<file path="src/rtl/rr_pipe_arbiter.sv">
// Round-robin arbiter feeding one registered valid/ready output stage.
//
// N upstream requesters compete for a single depth-1 output register. The
// winner is chosen combinationally by scanning from the requester after the
// last granted one. Its beat is then captured together with its index.
// The last-grant pointer advances only on an actual upstream transfer.
//
// Ports:
//   sys_clk     in   clock, rising edge
//   sys_rst     in   synchronous active-high reset
//   valid_up    in   [N]     per-requester valid
//   data_up     in   [N*DW]  requester i data at [i*DW +: DW]
//   ready_up    out  [N]     per-requester ready (one-hot or zero)
//   valid_down  out          output register holds a beat
//   data_down   out  [DW]    registered beat
//   grant_id    out  [IW]    index of requester that supplied data_down
//   ready_down  in           downstream accepts the beat
module rr_pipe_arbiter #(
  parameter int unsigned N  = 4,
  parameter int unsigned DW = 3,
  parameter int unsigned IW = 2
) (
  input  logic            sys_clk,
  input  logic            sys_rst,
  input  logic [N-1:0]    valid_up,
  input  logic [N*DW-1:0] data_up,
  output logic [N-1:0]    ready_up,
  output logic            valid_down,
  output logic [DW-1:0]   data_down,
  output logic [IW-1:0]   grant_id,
  input  logic            ready_down
);

  logic [IW-1:0] ptr_q;
  logic          valid_q;
  logic [DW-1:0] data_q;
  logic [IW-1:0] gid_q;

  logic          load_en;
  logic          any_req;
  logic [IW-1:0] winner;
  logic [DW-1:0] data_arr [N];

  for (genvar i = 0; i < N; i++) begin : g_unpack
    assign data_arr[i] = data_up[i*DW +: DW];
  end

  // Register can accept a beat when empty or draining this cycle.
  assign load_en = ~valid_q | ready_down;

  // Scan ptr+1 .. ptr (mod N); the first valid requester wins.
  always_comb begin
    int unsigned idx;
    any_req = 1'b0;
    winner  = '0;
    idx     = 0;
    for (int unsigned k = 1; k <= N; k++) begin
      idx = (32'(ptr_q) + k) % N;
      if (!any_req && valid_up[idx[IW-1:0]]) begin
        any_req = 1'b1;
        winner  = idx[IW-1:0];
      end
    end
  end

  always_comb begin
    ready_up = '0;
    for (int unsigned i = 0; i < N; i++) begin
      ready_up[i] = load_en & any_req & (winner == i[IW-1:0]);
    end
  end

  always_ff @(posedge sys_clk) begin
    if (sys_rst) begin
      ptr_q   <= IW'(N - 1);
      valid_q <= 1'b0;
      data_q  <= '0;
      gid_q   <= '0;
    end else if (load_en) begin
      if (any_req) begin
        data_q  <= data_arr[winner];
        gid_q   <= winner;
        valid_q <= 1'b1;
        ptr_q   <= winner;
      end else begin
        // Empty or drained with nothing new: data and index hold.
        valid_q <= 1'b0;
      end
    end
  end

  assign valid_down = valid_q;
  assign data_down  = data_q;
  assign grant_id   = gid_q;

endmodule

</file>
<file path="config.mk">
export PLATFORM = sky130hd
export DESIGN_NAME = rr_pipe_arbiter
export DESIGN_NICKNAME = d
export VERILOG_FILES = /design/src/rtl/rr_pipe_arbiter.sv
export SDC_FILE = /design/constraint.sdc
export NUM_CORES = 1
export LEC_CHECK = 0
export BUFFER_PORTS_ARGS = -buffer_cell sky130_fd_sc_hd__buf_2
export CELL_PAD_IN_SITES_DETAIL_PLACEMENT = 1
export CELL_PAD_IN_SITES_GLOBAL_PLACEMENT = 1
export CORE_MARGIN = 5
export CORE_UTILIZATION = 29
export DETAILED_ROUTE_END_ITERATION = 7
export PLACE_DENSITY = 0.78
export SETUP_SLACK_MARGIN = 0.1
export SKIP_LAST_GASP = 1
export SYNTH_ARGS = -nofsm -noshare
export SYNTH_HDL_FRONTEND = slang
export SYNTH_SLANG_ARGS = --single-unit
</file>
<file path="constraint.sdc">
create_clock -name sys_clk -period 1.45 [get_ports sys_clk]
set_input_delay 0.0725 -clock sys_clk [delete_from_list [all_inputs] [get_ports sys_clk]]
set_output_delay 0.0725 -clock sys_clk [all_outputs]
set_load 0.01 [all_outputs]
</file>
==> results of run 1 <==
[what timing repair did]
action | CTS | global route
endpoints found under the setup margin | 7 | 10
buffers inserted | 3 | 2
gates resized for setup | 4 | 10
hold endpoints to repair | 0 | 0
pin swaps | 3 | 5
[metal layers]
metal	up-vias	GRT usage, %
met5	-	0
met4	0	3.93
met3	2	2.87
met2	17	19.9
met1	272	16.5
li1	276	-
[final cells by class]
cell class	count	share of cell area [%]
multi-input combinational	43	45.1
timing repair buffer	35	26.8
sequential	8	20.5
clock buffer	3	2.79
inverter	2	0.930
tap	25	3.88
[power groups by stage]
stage	registers (mW)	clock network [mW]	logic, mW
2_1_floorplan	0.276	0	0.148
3_3_place_gp	0.268	0	0.236
3_5_place_dp	0.269	0	0.241
4_1_cts	0.265	0.184	0.266
5_1_grt	0.271	0.190	0.335
6_report	0.267	0.174	0.308
[flip-flops by register name, summed over array words and instances (netlist names)]
signal and cells:
ptr_q 2, grant_id 2, data_down 3, valid_down 1
[synth_stat cells, drive strengths merged]
cell type / instances
buf: 3
o221ai: 4
nand3b: 3
nor3: 1
and2b: 1
nand2b: 2
mux2i: 7
o21ai: 2
or2: 1
a211oi: 1
dfxtp: 8
o41ai: 1
a211o: 1
nand2: 5
nor3b: 1
and3b: 1
nor2: 4
nor2b: 3
a21oi: 3
a41oi: 1
inv: 2
o21bai: 1
[critical path, delay by kind of cell, from the launching register on]
kind            cells  cell delay (ns)
simple gates        2             0.38
flops               1             0.34
compound gates      3             0.46
buf+inv             1             0.10
[cells by family (layout without fill, tap and decap cells)]
| family | after synthesis | in the layout | share of synthesized area, % |
|---|---|---|---|
| AO/OA/AOI/OAI | 14 | 14 | 23.1 |
| buffers and inverters | 5 | 40 | 5.35 |
| flip-flops | 8 | 8 | 31.1 |
| multiplexers | 7 | 7 | 13.6 |
| AND/OR/NAND/NOR | 22 | 22 | 26.8 |
[stage by stage]
stage	cells	instance area, µm²
2_1_floorplan	56	522
3_3_place_gp	108	688
3_5_place_dp	108	688
4_1_cts	114	746
5_1_grt	116	807
6_report	116	807
[how the worst max path moves through the flow]
stage | slack [ns] | endpoint | startpoint | depth (start not counted)
after detailed placement | 0.03 | data_down[1] | ptr_q[0] | 6
after floorplan | 0.12 | ready_up[2] | ptr_q[0] | 6
after CTS | -0.17 | ready_up[3] | ptr_q[0] | 6
after global routing | -0.25 | ready_up[3] | ptr_q[0] | 6
final | -0.17 | ready_up[3] | ptr_q[0] | 6
after global placement | 0.1 | data_down[0] | ptr_q[1] | 4
==> results by stage, run 1 <==
Status:
- The run finished, with violations left.
- The checks that failed: negative setup slack.

Detailed routing:
- The routed wirelength normalized by instance count is 14.3 µm.
- The first routing iteration left 4 violations.
- The via count is 567.
- After detailed routing, the total wire length is 1.65 mm.
- The average via count per standard cell is 4.89.
- The detail route stage leaves a number of antenna-violating nets equal to 0.
- After detailed routing, no signal wire sits above met4.
- The total iterations of the first detailed-routing run is 4.
- The wire length on met1 is 690 µm.
- The routed design uses 899 µm of met2 wire.
- The met3 layer wire length in the routed design is 60 µm.
- The post-route DRC violation count is 0.

Floorplanning:
- The number of placement rows is 15.
- The die width is 52.1 µm.
- For this configuration, the core starts out at a cell density of 30.1%.
- The area inside the core boundary is 1710 µm².
- The die height is 52.1 µm.
- The number of top-level pins is 29.
- The die covers 2720 µm².

Power and ir drop:
- The sequential share of power is 35.7%.
- The clock network fraction of design power is 23.2%.
- The internal power contribution is 0.509 mW.
- Summed over all nets, the switching power comes to 0.240 mW.
- The worst-case IR drop observed on VDD is 492 µV.
- Power spread over the standard cell area amounts to 928 nW/µm².
- For this design the static power due to leakage is 0.394 nW.
- Overall power consumption after layout is estimated at 0.749 mW.
- Combinational logic burns 41.1% of the power.
- Net switching is 32.1% of the power.

Yosys:
- In this run the mean area of a mapped cell was 9.18 µm².
- The number of different library cells used by synthesis comes to 28.
- In the post-synthesis netlist, the biggest area contributors are sky130_fd_sc_hd__dfxtp_1, sky130_fd_sc_hd__mux2i_1, sky130_fd_sc_hd__o221ai_1.
- Yosys printed 0 warnings.
- Synthesis produced a netlist whose cell count is 56.
- The largest area contributor in the synthesized netlist is sky130_fd_sc_hd__dfxtp_1.
- Counting flops and latches in the post-synthesis netlist gives 8.
- The post-synth design cell area is 514 µm².
- Of the post-synthesis cell area, the dominant cell type holds 31.1%.
- The portion of the post-synthesis area used by sequential elements is 31.1%.
- The number of nets handed over by synthesis was 75.

Layout:
- The net count of the finished layout is 112.
- Summing all flip-flop and latch instances after layout gives 165 µm².
- The ratio of cells with drive above 1 in the final layout is 59.3%.
- Cells fill 47.3% of the core in the end.
- In the layout the commonest cells are sky130_fd_sc_hd__buf_2, sky130_fd_sc_hd__mux2i_1, sky130_fd_sc_hd__dfxtp_1, sky130_fd_sc_hd__nand2_1, sky130_fd_sc_hd__buf_6.
- The multi-input combinational cells in the finished layout cover a total of 364 µm².
- The number of antenna diodes in the final layout is 0.
- The most common cell after layout, fill and taps aside is sky130_fd_sc_hd__buf_2.
- The number of fill cells is 210.
- The area growth from synthesis to final layout is 56.9%.

STA:
- The final-report max-slew violation count is 0.
- The largest clock skew in the final design is 0.00780 ns.
- In the post-route analysis, the smallest setup slack over all paths is -0.170 ns.
- Setup repair after global routing could not meet its margin everywhere.
- The final hold violation count was 0.
- The worst hold margin is 0.0812 ns.
- In the final timing run, aggregate negative setup slack is -0.630 ns.
- The worst path uses 112% of the clock period.
- The clock period minus final worst setup slack is 1.62 ns.
- The worst pin sits at a relative slew slack of 84.7%.
- Setup violations remaining at the end of the flow were counted as 7.
- The transition at the pin with the smallest max-transition slack is 0.225 ns.
- The maximum clock rate is 0.617 GHz.

Placement:
- The number of buffers added on ports is 28.
- The detailed-placement wirelength estimate is 1.17 mm.
- At the end of routability-driven placement, the weighted congestion stood at 0.709.
- The worst setup slack after placement is 0.0349 ns.

Clocking:
- In this run the number of H-tree levels came out at 1.
- The maximum clock path buffer count is 2.
- TritonCTS created 3 clock buffers.
- The clock root buffer is sky130_fd_sc_hd__clkbuf_4.
- CTS saw 8 sinks.
- Clock-pin slew was measured on the worst setup and hold paths at 0.06 ns.
- For this design, the CTS-stage hold fixing added 0 buffers.
- The insertion delay to the later sink of the worst-skew pair is 0.26 ns.
- The clock tree from TritonCTS is done.

Critical path:
- The kind of start point of the critical path is a register.
- The capture point of the worst reg-to-reg path is data_down[0].
- The worst setup path is captured at a primary output.
- The largest single stage delay on the critical path is 0.34 ns.
- STA puts the critical path data arrival time at 1.55 ns.
- Measured in cells, the most critical reg-to-reg path has a length of 7.
- The beginning of the worst register-to-register path is ptr_q[0].
- The endpoint required time on the critical path is 1.38 ns.
- The setup slack of the most critical reg-to-reg path is -0.02 ns.
- The worst-path maximum fanout is 4.
- Walking the worst path, the cells encountered are o21ai_2, o21ai_1, a211o_1, or2_4, nor2b_4, buf_6.
- The critical path is of the reg2out type.
- On the critical path, the stage with the largest delay is an instance of sky130_fd_sc_hd__dfxtp_2.

Worst hold path:
- The path with the worst hold slack has its endpoint at grant_id[1].
- The path type of the worst min-delay path is in2reg.
- The worst hold path passes through 2 cells.
- The launch instance of the worst min-delay path is sys_rst.

Global routing:
- The global route total overflow is 0.
- The maximum number of pins on one net before global-route repair is 13.
- For this run, the total global-route usage over all layers was measured as 12.5%.
- The first global-routing pass estimated 2.55 mm of wire.
- The via count of the first global-routing pass is 598.
- The initial antenna violation count came to 0.

Flow run:
- Across the run, the number of max-cap violations was 0.
Power figures use the tool's default switching activity.
==> inputs of run 2 (changes only) <==
--- a/config.mk
+++ b/config.mk
@@ -5,13 +5,15 @@
 export SDC_FILE = /design/constraint.sdc
 export NUM_CORES = 1
 export LEC_CHECK = 0
+export ABC_AREA = 1
 export BUFFER_PORTS_ARGS = -buffer_cell sky130_fd_sc_hd__buf_2
+export CAP_MARGIN = 0
 export CELL_PAD_IN_SITES_DETAIL_PLACEMENT = 1
 export CELL_PAD_IN_SITES_GLOBAL_PLACEMENT = 1
 export CORE_MARGIN = 5
-export CORE_UTILIZATION = 29
+export CORE_UTILIZATION = 33
 export DETAILED_ROUTE_END_ITERATION = 7
-export PLACE_DENSITY = 0.78
+export PLACE_DENSITY = 0.81
 export SETUP_SLACK_MARGIN = 0.1
 export SKIP_LAST_GASP = 1
 export SYNTH_ARGS = -nofsm -noshare
==> run 2 against run 1 <==
Against the previous run: the flow still finishes with violations (negative setup slack); fmax shrank 17%; flip-flop and latch count is the same; hold slack lost 0.020 ns; synthesized area grew 65%; clock power is essentially flat; register-to-register slack lost 0.38 ns; cell count grew 83%; sequential power grew 43%; total power grew to 5.4 times the previous value; synthesized cell count grew 130%; critical path type unchanged; largest power group unchanged.
==> results by stage, run 2 <==
Placement:
- The placed instances occupy a cell area of 1200 µm².
- The detailed-placement wirelength estimate is 2.17 mm.
- The number of buffers added on ports is 28.
- Routability-driven placement finished with a final weighted congestion of 0.839.
- The count of placed standard cells including taps is 200.

STA:
- Between clock sinks in the finished design, the worst skew comes to 0.00707 ns.
- Static timing analysis puts the maximum clock frequency at 0.510 GHz.
- For the pin with the worst max-slew slack, the measured transition is 0.211 ns.
- Across all setup checks in the final design, the least slack found is -0.511 ns.
- Counting I/O delays and the setup requirement, the final critical path takes 1.96 ns.
- For the final routed database, the setup TNS stands at -4.27 ns.
- The worst pin sits at a relative slew slack of 85.9%.
- The final hold violation count was 0.
- Setup repair after global routing could not meet its margin everywhere.
- The final-report max-slew violation count was 0.
- The share of the clock period used by the worst path after layout is 135%.
- The total of endpoints with negative setup slack in the final report is 12.

Detailed routing:
- The post-route DRC violation count is 0.
- The detailed router placed 1036 vias in this run.
- Dividing the detail-routed via count by the number of cells gives 4.89.
- Dividing the detail-routed wire length by the instance count gives 14.3 µm.
- The DRC marker count from the first detailed-route iteration is 20.
- The total wire length is 3.03 mm.
- For this run, the detailed router's first-pass iteration total came to 4.
- The detail route stage leaves a number of antenna-violating nets equal to 0.

Critical path:
- The type of element capturing the critical path is a primary output.
- The endpoint required time on the critical path is 1.38 ns.
- The family with the most delay on the worst path is simple AND/OR/NAND/NOR gates.
- The worst endpoint data arrival time is 1.89 ns.
- Walking the worst path, the cells encountered are buf_12, inv_12, nand2_4, nand2_4, nand2_2, and2_4, nand2_2, nor2_2, nor2_4, inv_4, nor2_1, buf_2.
- The worst register-to-register path has a setup slack of -0.40 ns.
- In this run the critical register-to-register path is launched from ptr_q[0].
- The largest single stage delay on the critical path is 0.33 ns.
- On the critical path, the stage with the largest delay is an instance of sky130_fd_sc_hd__dfxtp_2.
- Counting both buffers and inverters, the worst setup path holds a total of 4.
- For the worst flop-to-flop path, the logic depth is 14.
- The worst setup path is of the reg2out kind.
- In this run the worst path has a maximum fanout of 8.
- The capture point of the worst reg-to-reg path is data_down[0].
- The kind of start point of the critical path is a register.

Layout:
- The final layout contains 203 nets.
- The final cell utilization of the core is 56.1%.
- Once layout is done, the placed cells without fillers occupy 1390 µm².
- The number of antenna diodes in the final layout is 0.
- The area growth from synthesis to final layout is 63.9%.
- Leaving out fill and tap cells, the most frequent cell in the layout is sky130_fd_sc_hd__buf_2.
- Counting the fill cells in the layout gives 327.
- In the layout the commonest cells are sky130_fd_sc_hd__buf_2, sky130_fd_sc_hd__inv_1, sky130_fd_sc_hd__nand2_1, sky130_fd_sc_hd__nand2_4, sky130_fd_sc_hd__buf_4.
- The ratio of cells with drive above 1 in the final layout is 56.6%.
- The register with the most flip-flops in the layout has 3 of them.
- The finished layout holds 212 standard cells, fillers aside.

Floorplanning:
- Row generation in the floorplan step produced 18 rows.
- The floorplan die area is 3680 µm².
- Measured along the y axis, the die boundary spans 60.7 µm.
- The number of top-level pins is 29.
- The effective utilization at floorplan is 34.2%.
- The floorplan step defined a core boundary enclosing 2480 µm².
- The die width is 60.7 µm.

Power and ir drop:
- The completed layout was analyzed and its total power is 4.02 mW.
- The worst-case IR drop observed on VDD is 1850 µV.
- The leakage dissipation is 0.788 nW.
- For this design the ratio of total power to cell area is 2890 nW/µm².

Yosys:
- After technology mapping, the gate count stands at 130.
- Counting distinct cell types in the post-synthesis netlist gives 23.
- The post-synth design cell area is 848 µm².
- After synthesis, the cell types taking the most area are sky130_fd_sc_hd__dfxtp_1, sky130_fd_sc_hd__inv_1, sky130_fd_sc_hd__nand2_2.
- In this run, synthesis produced a sequential element count of 8.
- The number of nets handed over by synthesis was 149.
- In the synthesized netlist the async set-or-reset flop fraction comes to 0%.
- Yosys instantiated no cell more often than sky130_fd_sc_hd__inv_1.
- The post-synthesis adder-cell area fraction is 0%.
- The biggest area contributor in the post-synthesis netlist is sky130_fd_sc_hd__dfxtp_1.
- Of the total synthesized cell area, the portion taken by XOR and XNOR cells is 0%.
- The simple-gate share of the synthesized area is 60.0%.
- A synthesized cell averages 6.53 µm².
- Summing the areas of all compound-gate instances in the mapped netlist gives 5.75% of the synthesized area.
- The share of Yosys cell area claimed by the top area cell type is 18.9%.
- The portion of the post-synthesis area used by sequential elements is 18.9%.
- The number of flops mapped to enable cells by yosys is 0.
- The dominant combinational cell family by area after synthesis is simple AND/OR/NAND/NOR gates.
- The most used flip-flop cell after synthesis is sky130_fd_sc_hd__dfxtp_1.
- The yosys synthesis warning count is 0.
- The mux contribution to synthesized area is 0%.
- Sorting the synthesized cells by how often they occur yields sky130_fd_sc_hd__inv_1, sky130_fd_sc_hd__nand2_1, sky130_fd_sc_hd__nand3_1, sky130_fd_sc_hd__nand2_2, sky130_fd_sc_hd__nor2_1.

Worst hold path:
- The path type of the worst min-delay path is in2reg.
- The worst hold path begins at sys_rst.
- The end point of the most critical hold path is grant_id[0].
- The worst hold path passes through 2 cells.

Clocking:
- In this run, CTS created clock tree buffers numbering 3.
- At the later pin of the worst-skew pair, clock insertion delay measures 0.26 ns.
- The total of hold buffers inserted after clock tree synthesis is 0.
- TritonCTS built the clock tree.
- In this run the number of H-tree levels came out at 1.
- After clock tree synthesis, the clock-pin slew on the worst setup and hold paths is 0.06 ns.
- The clock root buffer is sky130_fd_sc_hd__clkbuf_4.
- The maximum clock path buffer count is 2.
- The clock sink count is 8.

Global routing:
- The first global-routing pass estimated 4.58 mm of wire.
- The maximum number of pins on one net before global-route repair is 9.
- The global-route usage over all layers is 17.0%.
- The via count of the first global-routing pass came to 1045.
- The initial antenna violation count came to 0.
- The global route total overflow is 0.

Status:
- The checks that failed: negative setup slack.
- The flow ran to the end, but the final reports show violations.

Flow run:
- The tool flagged a number of max-cap violations equal to 0.
==> run 2: cell types whose count changed in the layout (fill, tap and decap cells not counted), sizes merged, moves of 7 or more <==
cell	previous run	this run
nand2	5	42
nand4	0	9
nand3	0	17
mux2i	7	0
buf	35	50
nor2	4	15
inv	2	29
==> run 2: worst max path at each step <==
stage,startpoint,end,slack [ns],cells past startpoint
CTS,ptr_q[0],ready_up[3],-0.46,13
global placement,ptr_q[0],ready_up[3],-0.25,12
floorplan,ptr_q[0],data_down[0],-0.08,14
detailed placement,ptr_q[0],ready_up[3],-0.28,12
global route,ptr_q[0],ready_up[1],-0.62,12
finish,ptr_q[0],ready_up[1],-0.51,12
==> run 2: what timing repair did <==
action / 4_1_cts / 5_1_grt
buffers inserted: 7 / 5
pin swaps: 8 / 9
setup endpoints to repair: 12 / 12
cloned: 0 / 0
resized for setup: 14 / 15
==> run 2: cells by family (layout without fill, tap and decap cells) <==
group	Yosys count	count (layout)
compound gates	8	8
buf+inv	30	82
flops	8	8
simple gates	84	84
==> run 2: area by class of cell <==
class,count,area (µm²),area share [%]
multi-input combinational,92,691,49.7
timing repair buffer,50,345,24.8
sequential,8,165,11.9
inverter,29,129,9.27
tap,30,37.5,2.70
clock buffer,3,22.5,1.62
==> run 2: power by group <==
group / total [mW] / switching (mW) / internal (mW)
sequential: 0.382 / 0.0641 / 0.318
combinational: 3.46 / 2.00 / 1.47
clock: 0.172 / 0.0777 / 0.0948
total: 4.02 / 2.14 / 1.88
==> run 2: layer usage <==
layer	part of all wire [%]	track usage (%)	wire length [µm]	up-vias
li1	-	-	-	514
met1	42	21.1	1260	491
met2	54	29.0	1630	23
met3	2.3	2.13	70	8
met4	2.2	8.05	67	0
met5	0	0	0	-
==> run 2: stage by stage <==
| step | hold WS [ns] | setup slack [ns] |
|---|---|---|
| floorplan | 0.142 | -0.0810 |
| CTS | 0.0409 | -0.464 |
| global route | 0.0451 | -0.622 |
| finish | 0.0609 | -0.511 |
| global placement | 0.322 | -0.255 |
| detailed placement | 0.327 | -0.278 |
==> inputs of run 3 (changes only) <==
--- a/config.mk
+++ b/config.mk
@@ -13,7 +13,7 @@
 export CORE_MARGIN = 5
 export CORE_UTILIZATION = 33
 export DETAILED_ROUTE_END_ITERATION = 7
-export PLACE_DENSITY = 0.81
+export PLACE_DENSITY = 0.84
 export SETUP_SLACK_MARGIN = 0.1
 export SKIP_LAST_GASP = 1
 export SYNTH_ARGS = -nofsm -noshare
==> run 3 against run 2 <==
Against the previous run: the run still ends with negative setup slack left; cell count up 0.47%; clock power down 8%; total power is 2.8% higher; combinational power increased by 4%; flip-flop and latch count stayed put; utilization grew 1.1 points; global-route usage rose by 1.8 points; count of clock-buffer cells in the layout is the same; die area unchanged; largest cell class unchanged.
==> results by stage, run 3 (synthesis gave the netlist of run 2 again) <==
Floorplanning:
- The die height is 60.7 µm.
- The effective utilization at floorplan is 34.2%.
- In this run the count of I/O pins placed on the die edge is 29.
- The floorplan has 18 rows.
- The floorplan step set the die width to 60.7 µm.
- The area inside the core boundary is 2480 µm².
- The floorplan step defined a die boundary enclosing 3680 µm².

Power and ir drop:
- Internal power comes to 1.89 mW.
- Of the total power, the share spent switching nets is 54.4%.
- The leakage dissipation is 0.793 nW.
- The switching power is 2.25 mW.
- After layout, the design draws a total of 4.13 mW.
- Per report_power, the combinational group accounts for 87.1% of the total.
- The power density of the placed cells is 2920 nW/µm².
- In this run, the clock network consumes 3.8% of the power.
- In this run, flip-flops and latches consume 9.1% of the power.
- The worst-case IR drop observed on VDD is 1670 µV.

STA:
- The final-report max-slew violation count was 0.
- The final worst slack is -0.516 ns.
- Clock skew on the completed layout was measured at 0.00132 ns.
- The transition at the pin with the smallest max-transition slack is 0.222 ns.
- The share of the clock period used by the worst path after layout is 136%.
- Derived from the worst setup path, the maximum achievable clock frequency is 0.509 GHz.
- Setup violations remaining at the end of the flow were counted as 12.
- The final hold violation count is 0.
- In the final timing run, aggregate negative setup slack is -4.65 ns.
- Measured against its own limit, the worst slew margin works out to 85.2%.
- The worst hold margin is 0.0712 ns.
- The clock period minus final worst setup slack is 1.97 ns.
- Setup repair after global routing could not meet its margin everywhere.

Clocking:
- The clock buffer count from CTS is 3.
- The total of hold buffers inserted after clock tree synthesis is 0.
- The clock reaches the later pin of the worst-skew pair after 0.24 ns.
- The clock slew at the register clock pins of the worst setup and hold paths is 0.05 ns.
- In this run the number of H-tree levels came out at 1.
- Clock tree synthesis found a total of 8 sinks.
- The clock tree from TritonCTS is done.
- The cell sitting at the root of the clock tree is a sky130_fd_sc_hd__clkbuf_4.
- The longest clock path from root to sink contains 2 buffers.

Critical path:
- The buffers plus inverters on the worst setup path is 5.
- Of all nets on the critical path, the largest fanout is 8.
- The kind of start point of the critical path is a register.
- The classification of the worst setup path is reg2reg.
- The count of cell instances traversed by the critical path is 14.
- Measured in cells, the most critical reg-to-reg path has a length of 14.
- Walking the worst path, the cells encountered are buf_12, inv_12, nand2_4, nand3_4, nand2_4, nor2_8, nand4_4, buf_4, buf_4, nand4_1, nand3_1, nand3_1, nand2_1, inv_1.
- The worst endpoint data arrival time is 2.16 ns.
- The family with the most delay on the worst path is simple AND/OR/NAND/NOR gates.
- The slowest stage cell on the critical path is sky130_fd_sc_hd__dfxtp_2.
- In this design, the stage delay of the slowest critical-path cell is 0.32 ns.
- The endpoint required time on the critical path is 1.64 ns.
- The type of element capturing the critical path is a register.

Status:
- The final reports fail on negative setup slack.
- The run finished, with violations left.

Detailed routing:
- The count of nets left with antenna violations after detail routing is 0.
- The total wire length is 3.34 mm.
- The pre-antenna-repair detailed-routing pass consisted of 4 iterations.
- For this run, design rule violations remaining after detail routing come to 0.
- The via count is 1048.
- After detailed routing, the number of vias per cell comes to 4.92.
- The DRC marker count from the first detailed-route iteration is 32.
- Dividing the detail-routed wire length by the instance count gives 15.7 µm.

Placement:
- The wire-length estimate of the detail-placed layout is 2.14 mm.
- The number of buffers added on ports is 28.
- The standard cell area after detailed placement is 1170 µm².
- The congestion estimate from routability-driven global placement came to 0.814.

Global routing:
- The first global-routing pass estimated 5.27 mm of wire.
- Entering global routing, the biggest net connects 11 pins.
- The initial antenna violation count is 0.
- The via count of the first global-routing pass is 1124.
- Global routing used 18.8% of the available tracks across all layers.
- The global route total overflow is 0.

Worst hold path:
- The worst hold path passes through 2 cells.
- The path type of the worst min-delay path is in2reg.

Layout:
- The final cell utilization of the core is 57.2%.
- Once layout is done, the placed cells without fillers occupy 1420 µm².
- Cells with a size suffix above 1 make up 59.6% of the layout.
- In the layout the commonest cells are sky130_fd_sc_hd__buf_2, sky130_fd_sc_hd__inv_1, sky130_fd_sc_hd__nand2_4, sky130_fd_sc_hd__buf_4, sky130_fd_sc_hd__nand2_1.
- The register with the most flip-flops in the layout has 3 of them.
- The total number of nets in the final design is 204.
- The number of antenna diodes is 0.
- The area growth from synthesis to final layout is 67.0%.
- The most common cell after layout, fill and taps aside is sky130_fd_sc_hd__buf_2.

Flow run:
- Max-cap violations in this run came to 0.
-- run 3: final cells by class --
class | count | area, µm²
clock buffer | 3 | 22.5
inverter | 29 | 131
sequential | 8 | 163
timing repair buffer | 51 | 344
multi-input combinational | 92 | 718
tap | 30 | 37.5
fill | 320 | 1060
-- run 3: worst paths after layout --
path / start / to / slack, ns
worst max-delay path: ptr_q[0] / data_down[0] / -0.52
worst min-delay path: sys_rst / grant_id[1] / 0.07
worst max register to register: ptr_q[0] / data_down[0] / -0.52
worst min register to register: grant_id[1] / grant_id[1] / 0.48
-- run 3: repair_timing --
action,in CTS,in global routing
pin swaps,13,9
buffers inserted,9,4
resized for setup,24,14
endpoints found under the setup margin,12,12
endpoints found under the hold margin,0,0
-- run 3: through the flow --
stage | instances | setup WS [ns]
after detailed placement | 198 | -0.322
after global routing | 213 | -0.610
after CTS | 210 | -0.477
final | 213 | -0.516
after global placement | 198 | -0.234
after floorplan | 130 | -0.0810
-- run 3: per-layer routing --
layer  wire length, µm  part of all wire (%)  vias to the layer above  GRT usage (%)
li1                  -                     -                      514              -
met1              1420                    42                      503           22.4
met2              1760                    53                       21           34.4
met3                86                   2.6                       10           1.49
met4                75                   2.2                        0           7.43
met5                 0                     0                        -              0
-- run 3: power groups by stage --
stage               logic [mW]  registers [mW]  clock network (mW)
CTS                       3.27           0.373               0.170
detailed placement        2.60           0.372                   0
global route              3.84           0.387               0.180
global placement          2.50           0.367                   0
floorplan                 1.82           0.394                   0
finish                    3.60           0.376               0.159
